[src/rtl/vga_scan_timer_if.sv]
// VGA scan-timer signal bundle: colour-mapper inputs, pixel coordinates,
// strobes and the DAC-facing outputs. The timer is the master; the
// colour mapper / game logic / DAC side is the slave.
//
// Handshake semantics: there is no valid/ready pair here. pix_en is a
// one-Clk strobe meaning "the pixel advances at the end of this cycle";
// Red_in/Green_in/Blue_in are only sampled on pix_en cycles, and
// frame_done is a one-Clk strobe at the start of vertical blank.
interface vga_scan_timer_if;
    logic [7:0] Red_in;
    logic [7:0] Green_in;
    logic [7:0] Blue_in;
    logic [9:0] DrawX;
    logic [9:0] DrawY;
    logic       pix_en;
    logic       frame_done;
    logic       VGA_CLK;
    logic       VGA_HS;
    logic       VGA_VS;
    logic       VGA_BLANK_N;
    logic       VGA_SYNC_N;
    logic [7:0] VGA_R;
    logic [7:0] VGA_G;
    logic [7:0] VGA_B;

    modport master (
        input  Red_in, Green_in, Blue_in,
        output DrawX, DrawY, pix_en, frame_done,
        output VGA_CLK, VGA_HS, VGA_VS, VGA_BLANK_N, VGA_SYNC_N,
        output VGA_R, VGA_G, VGA_B
    );

    modport slave (
        output Red_in, Green_in, Blue_in,
        input  DrawX, DrawY, pix_en, frame_done,
        input  VGA_CLK, VGA_HS, VGA_VS, VGA_BLANK_N, VGA_SYNC_N,
        input  VGA_R, VGA_G, VGA_B
    );
endinterface

[src/rtl/vga_scan_timer.sv]
// Raster-scan timing generator for the DE2 VGA DAC. Divides Clk down to
// the pixel rate, runs the horizontal/vertical counters, decodes sync and
// blank, and registers colour + sync + blank together so everything reaches
// the DAC one pixel period behind DrawX/DrawY, equally delayed.
module vga_scan_timer #(
    parameter int CLK_DIV = 2,
    parameter int H_VIS   = 640,
    parameter int H_FP    = 16,
    parameter int H_SYNC  = 96,
    parameter int H_BP    = 48,
    parameter int V_VIS   = 480,
    parameter int V_FP    = 10,
    parameter int V_SYNC  = 2,
    parameter int V_BP    = 33
) (
    input logic             Clk,
    input logic             Reset,
    vga_scan_timer_if.master vga
);

    localparam int H_TOT = H_VIS + H_FP + H_SYNC + H_BP;
    localparam int V_TOT = V_VIS + V_FP + V_SYNC + V_BP;
    localparam int DIV_W = (CLK_DIV > 1) ? $clog2(CLK_DIV) : 1;

    localparam logic [DIV_W-1:0] DIV_LAST = DIV_W'(CLK_DIV - 1);

    localparam logic [9:0] X_LAST     = 10'(H_TOT - 1);
    localparam logic [9:0] Y_LAST     = 10'(V_TOT - 1);
    localparam logic [9:0] X_VIS      = 10'(H_VIS);
    localparam logic [9:0] Y_VIS      = 10'(V_VIS);
    localparam logic [9:0] Y_VIS_LAST = 10'(V_VIS - 1);
    localparam logic [9:0] HS_START   = 10'(H_VIS + H_FP);
    localparam logic [9:0] HS_END     = 10'(H_VIS + H_FP + H_SYNC);
    localparam logic [9:0] VS_START   = 10'(V_VIS + V_FP);
    localparam logic [9:0] VS_END     = 10'(V_VIS + V_FP + V_SYNC);

    logic [DIV_W-1:0] div_q, div_d;
    logic [9:0]       x_q, x_d;
    logic [9:0]       y_q, y_d;
    logic             vga_clk_q, vga_clk_d;
    logic             hs_q, hs_d;
    logic             vs_q, vs_d;
    logic             blank_n_q, blank_n_d;
    logic [7:0]       r_q, r_d;
    logic [7:0]       g_q, g_d;
    logic [7:0]       b_q, b_d;

    logic             pix_en;
    logic             vga_clk_next;
    logic             visible;
    logic             hs_active;
    logic             vs_active;
    logic             frame_done;

    // With a divide-by-one the pixel clock is simply held high; otherwise it
    // is high for the upper half of the divider count.
    if (CLK_DIV == 1) begin : g_div_one
        assign vga_clk_next = 1'b1;
    end else begin : g_div_many
        assign vga_clk_next = (div_d >= DIV_W'(CLK_DIV / 2));
    end

    // Divider: wraps 0..CLK_DIV-1, pixel strobe on the last count.
    // Reset gates the strobe so nothing advances while Reset is held.
    always_comb begin
        div_d     = div_q;
        pix_en    = 1'b0;
        vga_clk_d = vga_clk_next;
        if (div_q == DIV_LAST) begin
            div_d = '0;
        end else begin
            div_d = div_q + 1'b1;
        end
        pix_en = !Reset && (div_q == DIV_LAST);
    end

    // Counters: DrawX steps every pixel, DrawY steps when DrawX wraps.
    always_comb begin
        x_d = x_q;
        y_d = y_q;
        if (pix_en) begin
            if (x_q == X_LAST) begin
                x_d = '0;
                if (y_q == Y_LAST) begin
                    y_d = '0;
                end else begin
                    y_d = y_q + 10'd1;
                end
            end else begin
                x_d = x_q + 10'd1;
            end
        end
    end

    // Decode visibility, sync windows and the start-of-vblank strobe from
    // the current (pre-register) counters.
    always_comb begin
        visible    = (x_q < X_VIS) && (y_q < Y_VIS);
        hs_active  = (x_q >= HS_START) && (x_q < HS_END);
        vs_active  = (y_q >= VS_START) && (y_q < VS_END);
        frame_done = pix_en && (x_q == X_LAST) && (y_q == Y_VIS_LAST);
    end

    // Output stage: capture sync, blank and gated colour on each pixel strobe.
    always_comb begin
        hs_d      = hs_q;
        vs_d      = vs_q;
        blank_n_d = blank_n_q;
        r_d       = r_q;
        g_d       = g_q;
        b_d       = b_q;
        if (pix_en) begin
            hs_d      = !hs_active;
            vs_d      = !vs_active;
            blank_n_d = visible;
            r_d       = visible ? vga.Red_in   : 8'h00;
            g_d       = visible ? vga.Green_in : 8'h00;
            b_d       = visible ? vga.Blue_in  : 8'h00;
        end
    end

    // State registers with synchronous reset to the idle/blank state.
    always_ff @(posedge Clk) begin
        if (Reset) begin
            div_q     <= '0;
            x_q       <= '0;
            y_q       <= '0;
            vga_clk_q <= 1'b0;
            hs_q      <= 1'b1;
            vs_q      <= 1'b1;
            blank_n_q <= 1'b0;
            r_q       <= 8'h00;
            g_q       <= 8'h00;
            b_q       <= 8'h00;
        end else begin
            div_q     <= div_d;
            x_q       <= x_d;
            y_q       <= y_d;
            vga_clk_q <= vga_clk_d;
            hs_q      <= hs_d;
            vs_q      <= vs_d;
            blank_n_q <= blank_n_d;
            r_q       <= r_d;
            g_q       <= g_d;
            b_q       <= b_d;
        end
    end

    assign vga.DrawX       = x_q;
    assign vga.DrawY       = y_q;
    assign vga.pix_en      = pix_en;
    assign vga.frame_done  = frame_done;
    assign vga.VGA_CLK     = vga_clk_q;
    assign vga.VGA_HS      = hs_q;
    assign vga.VGA_VS      = vs_q;
    assign vga.VGA_BLANK_N = blank_n_q;
    assign vga.VGA_SYNC_N  = 1'b0;
    assign vga.VGA_R       = r_q;
    assign vga.VGA_G       = g_q;
    assign vga.VGA_B       = b_q;

endmodule

[src/flat_wrapper.sv]
// flat-port wrapper written by rule: the top's interface ports become plain ports
module vga_scan_timer_flat 
#(
    parameter int CLK_DIV = 2,
    parameter int H_VIS   = 640,
    parameter int H_FP    = 16,
    parameter int H_SYNC  = 96,
    parameter int H_BP    = 48,
    parameter int V_VIS   = 480,
    parameter int V_FP    = 10,
    parameter int V_SYNC  = 2,
    parameter int V_BP    = 33
)
  (Clk, Reset, vga_Red_in, vga_Green_in, vga_Blue_in, vga_DrawX, vga_DrawY, vga_pix_en, vga_frame_done, vga_VGA_CLK, vga_VGA_HS, vga_VGA_VS, vga_VGA_BLANK_N, vga_VGA_SYNC_N, vga_VGA_R, vga_VGA_G, vga_VGA_B);
  vga_scan_timer_if vga_i ();
  input logic Clk;
  input logic Reset;
  input wire logic [$bits(vga_i.Red_in)-1:0] vga_Red_in;
  input wire logic [$bits(vga_i.Green_in)-1:0] vga_Green_in;
  input wire logic [$bits(vga_i.Blue_in)-1:0] vga_Blue_in;
  output wire logic [$bits(vga_i.DrawX)-1:0] vga_DrawX;
  output wire logic [$bits(vga_i.DrawY)-1:0] vga_DrawY;
  output wire logic [$bits(vga_i.pix_en)-1:0] vga_pix_en;
  output wire logic [$bits(vga_i.frame_done)-1:0] vga_frame_done;
  output wire logic [$bits(vga_i.VGA_CLK)-1:0] vga_VGA_CLK;
  output wire logic [$bits(vga_i.VGA_HS)-1:0] vga_VGA_HS;
  output wire logic [$bits(vga_i.VGA_VS)-1:0] vga_VGA_VS;
  output wire logic [$bits(vga_i.VGA_BLANK_N)-1:0] vga_VGA_BLANK_N;
  output wire logic [$bits(vga_i.VGA_SYNC_N)-1:0] vga_VGA_SYNC_N;
  output wire logic [$bits(vga_i.VGA_R)-1:0] vga_VGA_R;
  output wire logic [$bits(vga_i.VGA_G)-1:0] vga_VGA_G;
  output wire logic [$bits(vga_i.VGA_B)-1:0] vga_VGA_B;
  assign vga_i.Red_in = vga_Red_in;
  assign vga_i.Green_in = vga_Green_in;
  assign vga_i.Blue_in = vga_Blue_in;
  assign vga_DrawX = vga_i.DrawX;
  assign vga_DrawY = vga_i.DrawY;
  assign vga_pix_en = vga_i.pix_en;
  assign vga_frame_done = vga_i.frame_done;
  assign vga_VGA_CLK = vga_i.VGA_CLK;
  assign vga_VGA_HS = vga_i.VGA_HS;
  assign vga_VGA_VS = vga_i.VGA_VS;
  assign vga_VGA_BLANK_N = vga_i.VGA_BLANK_N;
  assign vga_VGA_SYNC_N = vga_i.VGA_SYNC_N;
  assign vga_VGA_R = vga_i.VGA_R;
  assign vga_VGA_G = vga_i.VGA_G;
  assign vga_VGA_B = vga_i.VGA_B;
  vga_scan_timer #(.CLK_DIV(CLK_DIV), .H_VIS(H_VIS), .H_FP(H_FP), .H_SYNC(H_SYNC), .H_BP(H_BP), .V_VIS(V_VIS), .V_FP(V_FP), .V_SYNC(V_SYNC), .V_BP(V_BP)) u_core (.Clk(Clk), .Reset(Reset), .vga(vga_i));
endmodule
[config.mk]
export PLATFORM = sky130hd
export DESIGN_NAME = vga_scan_timer_flat
export DESIGN_NICKNAME = d
export VERILOG_FILES = /design/src/rtl/vga_scan_timer_if.sv /design/src/rtl/vga_scan_timer.sv /design/src/flat_wrapper.sv
export SDC_FILE = /design/constraint.sdc
export NUM_CORES = 1
export LEC_CHECK = 0
export CAP_MARGIN = 10
export CELL_PAD_IN_SITES_DETAIL_PLACEMENT = 0
export CELL_PAD_IN_SITES_GLOBAL_PLACEMENT = 2
export CORE_MARGIN = 4
export CORE_UTILIZATION = 25
export DETAILED_ROUTE_END_ITERATION = 16
export PLACE_DENSITY_LB_ADDON = 0.15
export SYNTH_ARGS = -nofsm -noshare
export SYNTH_HDL_FRONTEND = slang
export SYNTH_SLANG_ARGS = --single-unit
[constraint.sdc]
create_clock -name Clk -period 2.7 [get_ports Clk]
set_input_delay 0.27 -clock Clk [delete_from_list [all_inputs] [get_ports Clk]]
set_output_delay 0.27 -clock Clk [all_outputs]
set_load 0.01 [all_outputs]
After elaboration in Yosys (flattened, before gate mapping)
Cells that the tools add are included.
{"block": "totals", "latch_bits": 0, "mem_bits_ro": 0, "out_inout_bits": 51, "ram_bits": 0, "memories": 0, "reg_bits": 49, "inputBits": 26}
{"block": "op_classes", "bitwise": 0, "n_mux": 6, "add_sub_neg": 3, "div_mod_pow": 0, "reduce_logical": 10, "n_eq_ne": 3, "n_lt_le_gt_ge": 7, "shift": 0, "mul": 0}
{"op": "2-to-1 mux 8 bit", "n": 3}
{"op": "adder 10 x 1 -> 10 bit, second input constant", "n": 2}
{"op": "equality test 10 bit, second input constant", "n": 2}
{"op": "< comparator 10 bit, second input constant", "n": 2}
{"op": "< comparator 10 x 9 -> 1 bit, second input constant", "n": 2}
{"op": "2-to-1 mux 10 bit", "n": 2}
{"op": "equality test 10 x 9 -> 1 bit, second input constant", "n": 1}
{"op": "greater-or-equal comparator 10 bit, second input constant", "n": 1}
{"op": "greater-or-equal comparator 10 x 9 -> 1 bit, second input constant", "n": 1}
{"op": "logical AND 1 bit", "n": 6}
{"op": "logical NOT 1 bit", "n": 3}
{"op": "AND reduction 2 bit", "n": 1}
{"op": "adder 1 bit, second input constant", "n": 1}
{"op": "greater-or-equal comparator 1 bit, second input constant", "n": 1}
{"op": "2-to-1 mux 1 bit", "n": 1}

Depth between registers and ports, before layout
Gate-level depths: netlist of run 1.
{"block": "depth", "ltp_word": 4, "ltp_mapped": 8}

Worst setup path after synthesis of run 1
Ideal clock, no wire load.
{"block": "synth_path", "path_kind": "register -> output", "from": "reg u_core.x_q[0] (netlist: u_core.vga.DrawX[0])", "to": "out vga_frame_done", "arrival_ns": 1.876, "t_required_ns": 2.430, "n_path_buf": 2, "path_slack_ns": 0.554, "stages_incl_launch_ff": 7, "path_cell_list": "dfxtp_1 > ha_1 > nand3_1 > or4_1 > buf_2 > buf_2 > nor3_1"}
{"block": "synth_via", "elab_chain_cells": 3}
{"element": "from (decl)", "line_no": "vga_scan_timer.sv:38", "text": "logic [9:0] x_q, x_d;"}
{"element": "from (signal assigned)", "line_no": "vga_scan_timer.sv:126", "text": "x_q <= '0;"}
{"element": "from (signal assigned)", "line_no": "vga_scan_timer.sv:137", "text": "x_q <= x_d;"}
{"element": "equality test 10 bit", "line_no": "vga_scan_timer.sv:101", "text": "frame_done = pix_en && (x_q == X_LAST) && (y_q == Y_VIS_LAST);"}
{"element": "logical AND 1 bit (2 in series)", "line_no": "vga_scan_timer.sv:101"}
{"element": "to (decl)", "line_no": "flat_wrapper.sv:24", "text": "output wire logic [$bits(vga_i.frame_done)-1:0] vga_frame_done;"}
Every way passes these cells.

Final worst setup path of run 1
Same ends and word-level chain as after synthesis.

==> results of run 1 <==
-- kinds of logic (layout without fill, tap and decap cells) --
| group | after synthesis | after routing | share of synthesized area |
|---|---|---|---|
| other | 1 | 1 | 0.001939 |
| adder cells (fa/ha/maj) | 4 | 4 | 0.02587 |
| AO/OA/AOI/OAI | 50 | 50 | 0.1908 |
| flip-flops | 48 | 48 | 0.4968 |
| XOR/XNOR | 7 | 7 | 0.03170 |
| AND/OR/NAND/NOR | 71 | 71 | 0.2070 |
| buffers and inverters | 19 | 99 | 0.04593 |
-- per-stage QoR --
step	area [µm²]	setup WS (ns)	hold slack, ns	util
floorplan	1934	0.5539	0.4030	-
global placement	2821	0.1867	0.4558	0.3829
detailed placement	2821	0.1834	0.4543	0.3829
CTS	2938	0.03773	0.4801	0.3986
global route	2940	0.2597	0.5035	0.3990
finish	2940	0.4671	0.4778	0.3990
-- worst min-delay path, cell delays in order, from the launching register on --
cell and delay [ns]:
dfxtp_1 0.32, nand2b_1 0.06, a21oi_1 0.05
-- state kept, by name, indices dropped and copies added (netlist names) --
signal / cells
u_core.vga.VGA_BLANK_N: 1
u_core.vga.VGA_G: 8
u_core.vga.DrawX: 10
u_core.vga.VGA_B: 8
u_core.vga.VGA_HS: 1
u_core.vga.VGA_CLK: 1
u_core.vga.DrawY: 10
u_core.vga.VGA_R: 8
u_core.vga.VGA_VS: 1
-- what timing repair did --
item,in CTS,in global routing
resized for setup,0,1
endpoints found under the setup margin,0,1
buffers inserted,0,0
-- how the worst min path moves through the flow --
stage,startpoint,to,slack (ns),cells past startpoint
4_1_cts,u_core.vga.VGA_BLANK_N,u_core.vga.VGA_BLANK_N,0.48,2
6_report,u_core.vga.VGA_BLANK_N,u_core.vga.VGA_BLANK_N,0.48,2
3_3_place_gp,u_core.vga.VGA_R[7],u_core.vga.VGA_R[7],0.46,1
5_1_grt,u_core.vga.VGA_R[7],u_core.vga.VGA_R[7],0.50,1
3_5_place_dp,u_core.vga.VGA_B[0],u_core.vga.VGA_B[0],0.45,1
2_1_floorplan,vga_Blue_in[0],u_core.vga.VGA_B[0],0.40,1
-- routing by layer --
metal	vias to the layer above	share of wire
li1	887	-
met1	838	0.47
met2	40	0.47
met3	5	0.050
met4	0	0.0080
met5	-	0
-- power by group through the flow --
stage | clock, mW | sequential, mW | combinational, mW
final | 0.535 | 0.749 | 0.169
after global routing | 0.592 | 0.753 | 0.182
after CTS | 0.561 | 0.749 | 0.172
after detailed placement | 0 | 0.765 | 0.171
after global placement | 0 | 0.765 | 0.172
after floorplan | 0 | 0.776 | 0.0513
-- area by class of cell --
cell class | instances | area, µm²
clock buffers | 5 | 68.82
clock inverters | 3 | 47.55
fillers | 769 | 4429
inverters | 7 | 26.28
multi-input cells | 133 | 892.1
flip-flops and latches | 48 | 960.9
well taps | 99 | 123.9
repair buffers | 84 | 820.8
-- cells in the mapped netlist, types with 3 or more instances --
library cell  count  area share
nand3_1           9       0.023
nor3_1            6       0.016
a22o_1           24        0.11
xor2_1            5       0.023
dfxtp_1          48        0.50
clkbuf_1          7       0.014
nand4_1           5       0.016
nand2_1          11       0.021
nor2_1           12       0.023
ha_1              4       0.026
a21oi_1          12       0.031
nor4_1            3      0.0097
or3_1             6       0.019
o21ai_0           6       0.016
inv_1             7       0.014
==> impl_metrics.py, run 1 <==
metrics = {
    "run_status": {
        "outcome": "finished, final reports clean",
    },
    "critical_path": {
        "regToRegEndpoint": "u_core.vga.DrawY[5]",
        "slowest_stage": "or4_1",
        "crit_end": "vga_frame_done",
        "critical-path-max-stage-delay_ns": 0.59,
        "path_depth": 5,
        "cpLargestDelayFamily": "simple AND/OR/NAND/NOR gates",
        "cp-start-kind": "flop",
        "cp_num_buf_inv": 1,
        "endpoint_kind": "primary output",
        "r2r_setup_slack_ns": 0.49,
        "cp-startpoint": "u_core.vga.DrawX[0]",
        "path_cells": "ha_1, nand3_1, or4_1, nor3_1, dlymetal6s2s_1",
        "rr_worst_depth": 6,
        "cp_data_arrival_time_ns": 1.96,
        "worstPathRequired_ns": 2.43,
        "worstReg2RegStart": "u_core.vga.DrawX[0]",
        "path_max_fanout": 5,
        "path_class": "reg2out",
    },
    "synthesis": {
        "yosysUniqueCellTypes": 41,
        "syn_area_um2": 1934,
        "synth_edf_count": 0,
        "async_flop_share": 0,
        "synthCells": 200,
        "syn_area_per_cell_um2": 9.672,
        "synth_seq_area_share": 0.4968,
        "synth_fp_nets": 230,
        "yosysWarnings": 0,
        "synth_seq_cells": 48,
        "synth-main-ff-cell": "dfxtp_1",
    },
    "detailed_routing": {
        "route.detailed.drc": 0,
        "via_per_inst": 4.670,
        "wire_per_inst_um": 14.45,
        "drt_iter0_drc": 48,
        "routed_wl_mm": 5.478,
        "vias": 1770,
        "dr.pass1.iters": 4,
        "antenna_left": 0,
    },
    "die": {
        "core_region_area_um2": 7370,
        "die_w_um": 95.96,
        "io-pin-count": 77,
        "die_h_um": 95.96,
        "die_area_um2": 9208,
        "rows": 31,
        "start_util": 0.2625,
    },
    "layout": {
        "final_common_cell": "clkdlybuf4s50_1",
        "drive_above_1_share": 0.08571,
        "mostFrequentLayoutCells": "74 x clkdlybuf4s50_1, 48 x dfxtp_1, 24 x a22o_1",
        "fin_cells": 379,
        "nNetsFinal": 309,
        "syn2layout_area_growth_pct": 52.01,
        "antennaDiodeCount": 0,
    },
    "sta": {
        "setup_violations": 0,
        "rsz0062_at_grt": "false",
        "finalCriticalPeriod_ns": 2.233,
        "fmax_ghz": 0.4479,
        "hold_viol_final": 0,
        "slew_viol_final": 0,
        "fin_crit_sh": 0.8270,
        "totalNegativeSetupSlack_ns": 0,
        "skew_ns": 0.01812,
    },
    "clock_network": {
        "clkTransAtPathRegs_ns": 0.09,
        "cts_num_sinks": 48,
        "cts_buffers": 5,
        "root_buffer": "clkbuf_8",
        "clk_path_buf_depth": 2,
        "htree_levels": 2,
        "cts_tree": "yes",
        "clkLatencyLatePin_ns": 0.31,
        "holdBufCountCts": 0,
    },
    "place": {
        "place_inst": 371,
        "port_buffers": 75,
        "hpwl_mm": 3.941,
        "gp_congestion": 0.6913,
    },
    "global_routing": {
        "grt_pass1_wl_mm": 8.742,
        "grt.total_usage": 0.1228,
        "antenna_found_initial": 0,
        "busiest_layer": "met2",
        "use_met2": 0.1934,
        "met1_usage": 0.1641,
        "grt_max_degree": 25,
        "grt_use_met3": 0.03362,
        "grt_pass1_vias": 1685,
        "grt_overflow": 0,
    },
    "power": {
        "seqPwrFrac": 0.515,
        "peakVddDrop_mv": 0.2035,
        "internal-power_mw": 1.116,
        "combPwrFrac": 0.116,
        "power.share.clock": 0.368,
        "total_power_mw": 1.453,
        "p_sw_frac": 0.2316,
        "p_leak_nw": 1.070,
        "p_sw_mw": 0.3364,
        "power_per_cell_area_nw_per_um2": 494.0,
    },
    "worst_hold_path": {
        "hp-class": "reg2reg",
    },
    "run": {
        "drv_cap": 0,
    },
}
No activity file was read; power rests on OpenSTA's default activity.
==> run 2, diff against run 1 <==
CORE_UTILIZATION = 22   (was 25)
clock period = 2.01 ns   (was 2.7 ns; I/O delays follow)
==> run 2 against run 1 <==
  * Power rose by 29%
  * Largest cell class is now buffers
  * Critical path depth grew 1
  * First-iteration DRC count decreased by 27%
==> impl_metrics.py, run 2 (synthesized netlist as in run 1, its figures left out) <==
metrics = {
    "global_routing": {
        "grt_pass1_wl_mm": 9.563,
        "grt.total_usage": 0.1183,
        "grt_pass1_vias": 1880,
        "grt_max_degree": 28,
        "grt_overflow": 0,
        "antenna_found_initial": 0,
    },
    "power": {
        "peakVddDrop_mv": 0.2133,
        "power_per_cell_area_nw_per_um2": 581.2,
        "p_leak_nw": 1.200,
    },
    "critical_path": {
        "worstPathRequired_ns": 2.25,
        "slowest_stage": "or4_4",
        "path_class": "reg2reg",
        "path_cells": "ha_4, nand3_4, or4_4, buf_8, or4_4, a21oi_2",
        "endpoint_kind": "flop",
        "cp_data_arrival_time_ns": 2.23,
        "cp-start-kind": "flop",
        "crit_top_cell": "or4_4",
        "path_max_fanout": 5,
        "critical-path-max-stage-delay_ns": 0.56,
    },
    "layout": {
        "fin_cells": 408,
        "mostFrequentLayoutCells": "74 x clkdlybuf4s50_1, 44 x dfxtp_1, 28 x buf_4",
        "final_cell_area_um2": 3218,
        "final_common_cell": "clkdlybuf4s50_1",
        "antennaDiodeCount": 0,
        "multi_input_area_um2": 963.4,
        "regArea_um2": 965.9,
        "num-fill-cells": 838,
        "drive_above_1_share": 0.2079,
        "syn2layout_area_growth_pct": 66.37,
        "nNetsFinal": 332,
    },
    "clock_network": {
        "cts_num_sinks": 48,
        "cts_tree": "yes",
        "cts_buffers": 5,
        "holdBufCountCts": 0,
        "clkLatencyLatePin_ns": 0.30,
        "root_buffer": "clkbuf_8",
        "clk_path_buf_depth": 2,
        "htree_levels": 2,
        "clkTransAtPathRegs_ns": 0.09,
    },
    "die": {
        "io-pin-count": 77,
        "start_util": 0.2308,
        "die_area_um2": 10360,
        "rows": 33,
        "die_h_um": 101.8,
        "die_w_um": 101.8,
        "core_region_area_um2": 8382,
    },
    "place": {
        "port_buffers": 75,
        "gp_congestion": 0.6854,
        "hpwl_mm": 4.345,
        "place_area_um2": 2993,
        "place_inst": 396,
    },
    "detailed_routing": {
        "routed_wl_mm": 5.979,
        "wire_per_inst_um": 14.65,
        "antenna_left": 0,
        "route.detailed.drc": 0,
        "vias": 1848,
        "dr.pass1.iters": 4,
        "drt_iter0_drc": 35,
        "via_per_inst": 4.529,
    },
    "run": {
        "drv_cap": 0,
    },
    "sta": {
        "rsz0062_at_grt": "true",
        "slew_viol_final": 0,
        "totalNegativeSetupSlack_ns": 0,
        "skew_ns": 0.008841,
        "hold_viol_final": 0,
        "fin_crit_sh": 0.9912,
        "fmax_ghz": 0.5019,
        "setup_violations": 0,
        "finalCriticalPeriod_ns": 1.992,
    },
    "run_status": {
        "outcome": "finished, final reports clean",
    },
    "worst_hold_path": {
        "hp-class": "reg2reg",
    },
}
## run 2: cell count changes in the layout (fill, tap and decap cells not counted), sizes merged
cell          before  now
clkbuf             5    6
bufbuf             0    1
bufinv             1    0
buf                9   32
inv                7    8
dlymetal6s2s       1    0
clkinv             2    1
## run 2: per-layer routing
layer / up-vias / share of wire / GRT usage
met5: - / 0 / 0
met1: 870 / 0.46 / 0.1571
met3: 4 / 0.041 / 0.03030
met2: 39 / 0.49 / 0.1881
met4: 0 / 0.0077 / 0.03681
li1: 935 / - / -
## run 2: final timing paths
| check | start | end | slack, ns | cells after the start |
|---|---|---|---|---|
| worst max-delay path | u_core.vga.DrawX[1] | u_core.vga.DrawY[5] | 0.02 | 6 |
| worst min-delay path | u_core.vga.VGA_R[7] | u_core.vga.VGA_R[7] | 0.48 | 1 |
| worst max register to register | u_core.vga.DrawX[1] | u_core.vga.DrawY[5] | 0.02 | 6 |
| worst min register to register | u_core.vga.VGA_R[7] | u_core.vga.VGA_R[7] | 0.48 | 1 |
## run 2: area by class of cell
type / instances / share of cell area
Clock inverter: 2 / 0.004277
Timing Repair Buffer: 107 / 0.3215
Tap cell: 105 / 0.04082
Sequential cell: 48 / 0.3002
Multi-Input combinational cell: 133 / 0.2994
Inverter: 7 / 0.008165
Clock buffer: 6 / 0.02566
## run 2: repair_timing
action	CTS	global route
setup endpoints to repair	3	8
cloned	1	0
endpoints found under the hold margin	0	0
pin swaps	3	6
gates resized for setup	11	11
buffers inserted	2	1
## run 2: worst max-delay path: cells and delay by family (launching register included)
kind,cells,cell delay (ns)
AOI/OAI and AO/OA,1,0.13
and+or+nand+nor,3,1.13
buffers and inverters,1,0.15
DFF,1,0.36
adders and majority gates,1,0.15
## run 2: power breakdown
group / internal, mW / switching (mW) / leakage [nW]
sequential: 0.987 / 0.0207 / 0.393
clock: 0.282 / 0.339 / 0.0516
combinational: 0.149 / 0.0938 / 0.756
total: 1.42 / 0.453 / 1.20
## run 2: per-stage QoR
| stage | utilization | hold WS [ns] | setup WS, ns | power [mW] |
|---|---|---|---|---|
| 6_report | 0.3839 | 0.4817 | 0.01770 | 1.870 |
| 5_1_grt | 0.3839 | 0.4775 | -0.04416 | 1.970 |
| 4_1_cts | 0.3763 | 0.4764 | 0.01028 | 1.912 |
| 3_5_place_dp | 0.3571 | 0.4540 | -0.3554 | 1.268 |
| 3_3_place_gp | 0.3571 | 0.4558 | -0.3739 | 1.269 |
| 2_1_floorplan | - | 0.3340 | 0.01494 | 1.114 |
==> run 3, diff against run 2 <==
CORE_UTILIZATION = 26   (was 22)
CTS_BUF_LIST = sky130_fd_sc_hd__clkbuf_4 sky130_fd_sc_hd__clkbuf_8   (was unset)
clock period = 2.1 ns   (was 2.01 ns; I/O delays follow)
==> run 3 against run 2 <==
  * Via count decreased by 0.38%
  * Routed wire length shrank 8.5%
  * Combinational power is 5% lower
  * First-iteration DRC count up 46%
  * Setup slack gained 0.051 ns
  * Sequential share of layout area up 0.53 points
  * Die area fell by 14%
  * Clock skew fell by 0.0051 ns
  * Register-to-register slack improved by 0.05 ns
==> impl_metrics.py, run 3 (synthesized netlist as in run 1, its figures left out) <==
metrics = {
    "run_status": {
        "outcome": "finished, final reports clean",
    },
    "place": {
        "pre_cts_ws_ns": -0.3853,
        "place_area_um2": 2972,
        "place_inst": 391,
        "gp_congestion": 0.6950,
        "hpwl_mm": 3.980,
        "port_buffers": 75,
    },
    "critical_path": {
        "cp_data_arrival_time_ns": 2.27,
        "path_class": "reg2reg",
        "endpoint_kind": "flop",
        "r2r_setup_slack_ns": 0.07,
        "regToRegEndpoint": "u_core.vga.DrawY[5]",
        "path_cells": "or2_2, or4_4, buf_8, or4_4, a21oi_2",
        "path_max_fanout": 6,
        "slowest_stage": "or4_4",
        "cp-start-kind": "flop",
        "rr_worst_depth": 5,
        "worstReg2RegStart": "u_core.vga.DrawX[5]",
        "critical-path-max-stage-delay_ns": 0.58,
        "worstPathRequired_ns": 2.34,
        "crit_top_cell": "or4_4",
    },
    "die": {
        "die_area_um2": 8884,
        "io-pin-count": 77,
        "die_w_um": 94.26,
        "die_h_um": 94.26,
        "core_region_area_um2": 7253,
        "rows": 31,
        "start_util": 0.2667,
    },
    "detailed_routing": {
        "wire_per_inst_um": 13.61,
        "antenna_left": 0,
        "drt_iter0_drc": 51,
        "dr.pass1.iters": 4,
        "routed_wl_mm": 5.470,
        "vias": 1841,
        "route.detailed.drc": 0,
        "via_per_inst": 4.580,
    },
    "power": {
        "internal-power_mw": 1.352,
        "peakVddDrop_mv": 0.2968,
        "p_sw_mw": 0.4251,
        "p_leak_nw": 1.190,
        "seqPwrFrac": 0.542,
        "combPwrFrac": 0.129,
        "p_sw_frac": 0.2392,
        "power.share.clock": 0.329,
        "power_per_cell_area_nw_per_um2": 563.4,
    },
    "clock_network": {
        "htree_levels": 2,
        "clk_path_buf_depth": 2,
        "clkLatencyLatePin_ns": 0.30,
        "cts_buffers": 5,
        "cts_num_sinks": 48,
        "cts_tree": "yes",
        "root_buffer": "clkbuf_8",
        "clkTransAtPathRegs_ns": 0.09,
    },
    "layout": {
        "nNetsFinal": 332,
        "fin_cells": 402,
        "final_cell_area_um2": 3154,
        "regArea_um2": 963.4,
        "mostFrequentLayoutCells": "74 x clkdlybuf4s50_1, 46 x dfxtp_1, 30 x buf_4",
        "final_common_cell": "clkdlybuf4s50_1",
        "num-fill-cells": 748,
        "syn2layout_area_growth_pct": 63.07,
        "drive_above_1_share": 0.1848,
        "antennaDiodeCount": 0,
        "multi_input_area_um2": 932.1,
    },
    "sta": {
        "skew_ns": 0.003737,
        "slew_viol_final": 0,
        "holdWs_ns": 0.4726,
        "layout_setup_ws_ns": 0.06837,
        "rsz0062_at_grt": "false",
        "finalCriticalPeriod_ns": 2.032,
        "setup_violations": 0,
        "hold_viol_final": 0,
        "fin_crit_sh": 0.9674,
        "totalNegativeSetupSlack_ns": 0,
        "fmax_ghz": 0.4922,
    },
    "worst_hold_path": {
        "whs_endpoint": "u_core.vga.VGA_BLANK_N",
        "hold_start": "u_core.vga.VGA_BLANK_N",
        "hold_path_depth": 2,
        "hp-class": "reg2reg",
    },
    "global_routing": {
        "antenna_found_initial": 0,
        "grt_max_degree": 25,
        "grt_overflow": 0,
        "grt_pass1_vias": 1797,
        "grt_pass1_wl_mm": 8.694,
        "grt.total_usage": 0.1238,
    },
    "run": {
        "drv_cap": 0,
    },
}
## run 3: changes by cell type in the layout (fill, tap and decap cells not counted), moves of 2 or more
| cell | previous run | this run |
|---|---|---|
| dfxtp_2 | 4 | 2 |
| clkinvlp_4 | 0 | 2 |
| a21oi_2 | 4 | 1 |
| dfxtp_1 | 44 | 46 |
| a21oi_1 | 8 | 11 |
| buf_4 | 28 | 30 |
## run 3: how the worst max path moves through the flow
stage	to	start	slack [ns]
2_1_floorplan	u_core.vga.DrawY[5]	u_core.vga.DrawX[0]	0.01
3_3_place_gp	vga_frame_done	Reset	-0.37
3_5_place_dp	vga_frame_done	Reset	-0.39
4_1_cts	u_core.vga.DrawY[5]	u_core.vga.DrawX[5]	0.004
5_1_grt	u_core.vga.DrawY[5]	u_core.vga.DrawX[0]	0.002
6_report	u_core.vga.DrawY[5]	u_core.vga.DrawX[5]	0.07
## run 3: area by class of cell
cell class                      count  area share
Tap cell                           99     0.03927
Inverter                            7    0.008330
Multi-Input combinational cell    133      0.2955
Timing Repair Buffer              107      0.3205
Clock inverter                      2    0.004760
Clock buffer                        6     0.02618
Sequential cell                    48      0.3054
## run 3: critical path, delay by kind of cell (launching register included)
| family | cells | cell delay, ns |
|---|---|---|
| and+or+nand+nor | 3 | 1.38 |
| DFF | 1 | 0.32 |
| buffers and inverters | 1 | 0.16 |
| AOI/OAI and AO/OA | 1 | 0.11 |
## run 3: metrics by stage
step	util	total power, mW
4_1_cts	0.4245	1.810
3_3_place_gp	0.4097	1.212
2_1_floorplan	-	1.064
6_report	0.4349	1.777
3_5_place_dp	0.4097	1.211
5_1_grt	0.4349	1.867
## run 3: layer usage
metal / track usage / vias to the layer above / routed length [µm]
met3: 0.06010 / 5 / 529
met1: 0.1538 / 849 / 2462
met5: 0 / - / 0
met2: 0.1909 / 57 / 2425
met4: 0.03249 / 0 / 53
li1: - / 930 / -
## run 3: power by group through the flow
stage | clock (mW) | sequential, mW | combinational [mW]
after floorplan | 0 | 0.998 | 0.0659
after global placement | 0 | 0.981 | 0.230
after detailed placement | 0 | 0.981 | 0.230
after CTS | 0.618 | 0.962 | 0.231
after global routing | 0.652 | 0.969 | 0.246
final | 0.584 | 0.964 | 0.229
## run 3: what timing repair did
action | 4_1_cts | 5_1_grt
endpoints found under the setup margin | 2 | 2
hold buffers | 0 | 0
gates cloned | 0 | 1
gates resized for setup | 7 | 9
pin swaps | 1 | 3
buffers inserted | 0 | 2
